$ cat config.mk
export PLATFORM = sky130hd
export DESIGN_NAME = enable_rr_arbiter
export DESIGN_NICKNAME = d
export VERILOG_FILES = /design/src/rtl/enable_rr_arbiter.sv
export SDC_FILE = /design/constraint.sdc
export NUM_CORES = 1
export LEC_CHECK = 0
export CAP_MARGIN = 20
export CORE_MARGIN = 2
export CORE_UTILIZATION = 30
export CTS_BUF_LIST = sky130_fd_sc_hd__clkbuf_4 sky130_fd_sc_hd__clkbuf_8
export DETAILED_ROUTE_END_ITERATION = 16
export PLACE_DENSITY = 0.54
export SYNTH_ARGS = -nofsm -noshare
export SYNTH_HDL_FRONTEND = slang
export SYNTH_SLANG_ARGS = --single-unit
$ cat constraint.sdc
create_clock -name i_clk -period 1.7 [get_ports i_clk]
set_input_delay 0.17 -clock i_clk [delete_from_list [all_inputs] [get_ports i_clk]]
set_output_delay 0.17 -clock i_clk [all_outputs]
set_load 0.05 [all_outputs]
$ cat src/rtl/enable_rr_arbiter.sv
`default_nettype none
// ============================================================================
// Module  : enable_rr_arbiter
// Brief   : Round-robin arbiter sharing one enable resource among N requesters.
// Revision: 1.0
// ============================================================================
module enable_rr_arbiter #(
    parameter int N        = 4,
    parameter int MAX_HOLD = 8,
    parameter int IDW      = $clog2(N)
) (
    input  logic           i_clk,
    input  logic           i_rst_n,
    input  logic [N-1:0]   i_req,
    input  logic [N-1:0]   i_en,
    output logic [N-1:0]   o_grant,
    output logic [IDW-1:0] o_grant_id,
    output logic           o_en,
    output logic           o_busy,
    output logic           o_preempt
);

    localparam int CNTW = $clog2(MAX_HOLD + 1);

    typedef enum logic [0:0] {
        IDLE  = 1'b0,
        GRANT = 1'b1
    } state_t;

    state_t          state_q,    state_d;
    logic [N-1:0]    grant_q,    grant_d;
    logic [IDW-1:0]  grant_id_q, grant_id_d;
    logic [IDW-1:0]  ptr_q,      ptr_d;
    logic [CNTW-1:0] cnt_q,      cnt_d;
    logic            preempt_q,  preempt_d;

    logic            w_found;
    logic [IDW-1:0]  w_sel;
    logic [IDW-1:0]  w_ptr_next;
    logic            w_own_req;
    logic            w_other_req;
    int              w_idx;

    // Rotating scan: first set request starting at ptr, wrapping modulo N.
    always_comb begin
        w_found = 1'b0;
        w_sel   = '0;
        w_idx   = 0;
        for (int i = 0; i < N; i++) begin
            w_idx = int'(ptr_q) + i;
            if (w_idx >= N) begin
                w_idx = w_idx - N;
            end
            if (!w_found && i_req[w_idx]) begin
                w_found = 1'b1;
                w_sel   = IDW'(w_idx);
            end
        end
    end

    assign w_ptr_next  = (grant_id_q == IDW'(N - 1)) ? '0 : grant_id_q + IDW'(1);
    assign w_own_req   = i_req[grant_id_q];
    assign w_other_req = |(i_req & ~grant_q);

    always_comb begin
        state_d    = state_q;
        grant_d    = grant_q;
        grant_id_d = grant_id_q;
        ptr_d      = ptr_q;
        cnt_d      = cnt_q;
        preempt_d  = 1'b0;
        case (state_q)
            IDLE: begin
                if (w_found) begin
                    state_d    = GRANT;
                    grant_d    = {{(N-1){1'b0}}, 1'b1} << w_sel;
                    grant_id_d = w_sel;
                    cnt_d      = CNTW'(1);
                end else begin
                    grant_d    = '0;
                end
            end
            GRANT: begin
                if (!w_own_req) begin
                    // Release takes precedence over a coincident preempt.
                    state_d = IDLE;
                    grant_d = '0;
                    ptr_d   = w_ptr_next;
                end else if ((cnt_q == CNTW'(MAX_HOLD)) && w_other_req) begin
                    state_d   = IDLE;
                    grant_d   = '0;
                    ptr_d     = w_ptr_next;
                    preempt_d = 1'b1;
                end else if (cnt_q != CNTW'(MAX_HOLD)) begin
                    cnt_d = cnt_q + CNTW'(1);
                end
            end
            default: begin
                state_d = IDLE;
                grant_d = '0;
            end
        endcase
    end

    always_ff @(posedge i_clk or negedge i_rst_n) begin
        if (!i_rst_n) begin
            state_q    <= IDLE;
            grant_q    <= '0;
            grant_id_q <= '0;
            ptr_q      <= '0;
            cnt_q      <= '0;
            preempt_q  <= 1'b0;
        end else begin
            state_q    <= state_d;
            grant_q    <= grant_d;
            grant_id_q <= grant_id_d;
            ptr_q      <= ptr_d;
            cnt_q      <= cnt_d;
            preempt_q  <= preempt_d;
        end
    end

    assign o_grant    = grant_q;
    assign o_grant_id = grant_id_q;
    assign o_busy     = (state_q == GRANT);
    assign o_preempt  = preempt_q;
    assign o_en       = |(grant_q & i_en);

endmodule
`default_nettype wire

==> metrics.md <==
| Metric | Value |
|---|---|
| Synth top area share | `0.448` |
| Post-synthesis sequential area ratio | `0.448` |
| Crit-path cells | `inv_1, ha_1, nand3b_1, a41oi_2, o21ai_2, mux2_1` |
| Leading post-synthesis cells by cell area | `dfrtp_1, ha_1, a22o_1` |
| Status | `finished clean` |
| Psw | `965 µW` |
| Actual slew at the worst max-slew pin | `0.606 ns` |
| Synth unique cells | `30` |
| R2R cell count | `6` |
| Power per standard cell area | `1860 mW/mm²` |
| Worst setup margin | `around 0.11 ns` |
| H-tree depth | `1` |
| Port-buffer cells | `18` |
| Yosys Warn Count | `0` |
| Worst hold-check path type | `in -> async` |
| Drt wl/cell | `13.3 µm` |
| Unrepaired setup endpoints after global routing | `yes` |
| WP depth | `6` |
| Cell area after layout | `0.00112 mm²` |
| DRC | `0` |
| WHS | `around 0.27 ns` |
| GRT Total Usage | `0.141` |
| Hold Vio Cnt, Final | `0` |
| Vias per Instance | `5.00` |
| Most common cell in the netlist | `dfrtp_1` |
| R2R Path Start | `cnt_q[0]` |
| Syn nets | `87` |
| ANT nets after route | `0` |
| DP HPWL | `1.47 mm` |
| Crit path max-delay cell type | `dfrtp_1` |
| First-pass GRT wire length | `between 2 and 3 mm` |
| CTS buffer count | `3` |
| DP Area | `0.00107 mm²` |
| Die H | `55.1 µm` |
| R2R Path End | `ptr_q[1]` |
| Post-layout min period | `1.59 ns` |
| Sink Count | `14` |
| Average cell area after synthesis | `roughly 11 µm²` |
| Initial antenna violation count | `0` |
| Via count | `695` |
| Initial DRC count | `11` |
| Die area | `about 0.0030 mm²` |
| Max-slew violations | `0` |
| DIE WIDTH | `about 55 µm` |
| Largest net degree at the start of global routing | `15` |
| Longest Clk Path Bufs | `2` |
| Sequential share of power | `0.296` |
| Comb power frac | `0.607` |
| Critical Path Fanout Max | `5` |
| Core Box Area | `0.00248 mm²` |
| Ant diodes | `0` |
| Crit path capture type | `flop` |
| Crit Path Category | `reg -> reg` |
| R2R setup slack | `0.11 ns` |
| Layout area overhead | `43.8%` |
| Post-Route Skew | `0.00895 ns` |
| Area leader, netlist | `dfrtp_1` |
| Period utilization | `0.935` |
| Synth Register Bits | `14` |
| Clock share of power | `0.097` |
| Mapped Cells | `74` |
| Initial Util | `0.316` |
| Number of max-cap violations | `0` |
| Layout Nets | `123` |
| Switching part of the total | `0.461` |
| CP top delay family | `flip-flops` |
| Util after Layout | `0.454` |
| Count of buffer and inverter cells on the critical path | `1` |
| WL final | `1.85 mm` |
| Row count | `18` |
| CP max stage delay | `between 0.4 and 0.5 ns` |
| Max-slew headroom | `0.595` |
| Worst EP arrival | `1.75 ns` |
| Worst skew pair latency | `0.27 ns` |
| Critical path capture point | `ptr_q[1]` |
| Grt total ovfl | `0` |
| Achievable clock frequency | `0.629 GHz` |
| Pint | `about 1.1 mW` |
| Async SR Flop Fraction | `1.00` |
| Number of global-route vias before repair | `650` |
| Worst EP required | `1.86 ns` |
| Layout cells sized above 1 | `0.312` |
| Clock root cell | `clkbuf_4` |
| Clk pin slew, worst setup/hold paths | `0.08 ns` |
| Top_reg_cell synth | `dfrtp_1` |
| Leak | `0.541 nW` |
| Num ports | `19` |
| RD Place Congestion | `0.857` |
| First-pass DRT Iterations | `4` |
| Final setup viols | `0` |
| Hold-fix buffers at CTS | `0` |
| Worst vdd ir | `0.958 mV` |
| Area of the mapped netlist | `782 µm²` |
| # fillers | `255` |
| Worst setup startpoint | `cnt_q[0]` |
| Setup WS pre-CTS | `-0.111 ns` |
| Post-synth EDFFs | `0` |
| CP Launch Type | `flop` |
| Commonest cells post-synth | `dfrtp_1, inv_1, nand2_1` |
| CTS tree | `done` |
-- power groups by stage --
stage	Combinational, mW	Clock (mW)	Sequential (mW)
after global routing	1.38	0.233	0.642
after detailed placement	1.23	0	0.631
final	1.27	0.203	0.619
after global placement	1.22	0	0.625
after floorplan	0.519	0	0.868
after CTS	1.24	0.215	0.624
-- flip-flops by register name, indices dropped and copies added, names as in the netlist --
signal	count
cnt_q	4
o_grant_id	2
o_grant	4
o_busy	1
ptr_q	2
o_preempt	1
-- logic make-up after synthesis --
kind of cell	after synthesis	synth area share
flip-flops	14	0.448
AO/OA/AOI/OAI	26	0.258
AND/OR/NAND/NOR	21	0.147
adder cells (fa/ha/maj)	3	0.0480
buffers and inverters	6	0.0288
multiplexers	4	0.0704
-- layout make-up --
class	count	area (µm²)	area share
multi-input cells	54	413	0.367
clock buffers	4	30.0	0.0267
inverters	6	22.5	0.0200
well taps	30	37.5	0.0334
repair buffers	31	270	0.240
flip-flops and latches	14	352	0.313
-- worst register-to-register path: stages, from the launching register on --
cell and delay [ns]:
dfrtp_1 0.42, inv_1 0.07, ha_1 0.14, nand3b_1 0.15, a41oi_2 0.27, o21ai_2 0.11, mux2_1 0.32
-- per-layer routing --
| metal | part of all wire | vias up | GRT usage |
|---|---|---|---|
| met5 | 0 | - | 0 |
| met4 | 0.029 | 0 | 0.0854 |
| met3 | 0.048 | 4 | 0.0538 |
| met2 | 0.50 | 21 | 0.230 |
| met1 | 0.42 | 324 | 0.154 |
| li1 | - | 346 | - |
-- per-stage QoR --
step | total power [mW] | cells | TNS (ns)
finish | 2.09 | 139 | 0
floorplan | 1.39 | 74 | 0
global placement | 1.85 | 132 | -0.440
detailed placement | 1.86 | 132 | -0.535
global route | 2.26 | 139 | -0.0397
CTS | 2.08 | 136 | 0
-- worst min-delay path by stage --
stage,startpoint,end,cells past startpoint
after floorplan,i_rst_n,cnt_q[0],0
after global placement,cnt_q[3],cnt_q[3],1
after detailed placement,cnt_q[3],cnt_q[3],1
after CTS,i_rst_n,cnt_q[0],1
after global routing,i_rst_n,o_busy,1
final,i_rst_n,cnt_q[0],1
-- what timing repair did --
| item | 4_1_cts | 5_1_grt |
|---|---|---|
| endpoints found under the setup margin | 0 | 2 |
| resized for setup | 0 | 1 |
| buffers inserted | 0 | 3 |
-- cell usage in the layout, fill, tap and decap left out --
cell type,Yosys,routed
mux2_1,2,1
o21a_1,3,3
nand2_1,5,5
o21bai_1,1,1
ha_1,3,3
inv_1,5,5
a21oi_1,3,3
o211ai_1,1,1
inv_2,1,1
mux2i_1,1,1
clkbuf_4,0,4
nand2_2,1,1
and3_4,1,1
a22o_1,4,4
o31ai_1,2,2
buf_4,0,20
nand3_1,1,1
dfrtp_2,0,1
nand2b_1,1,1
mux4_2,1,1
a2111oi_2,1,1
o21ai_0,4,4
a22oi_1,2,2
a221oi_1,1,1
nand3b_1,1,1
nor2_1,4,4
dfrtp_1,14,13
a21o_1,2,2
mux2_4,0,1
or2b_1,3,3
a41oi_2,1,1
nor2b_1,2,2
clkdlybuf4s50_1,0,10
o21ai_2,1,1
nor3_1,2,2
buf_12,0,1
No activity file was read; power rests on OpenSTA's default activity.
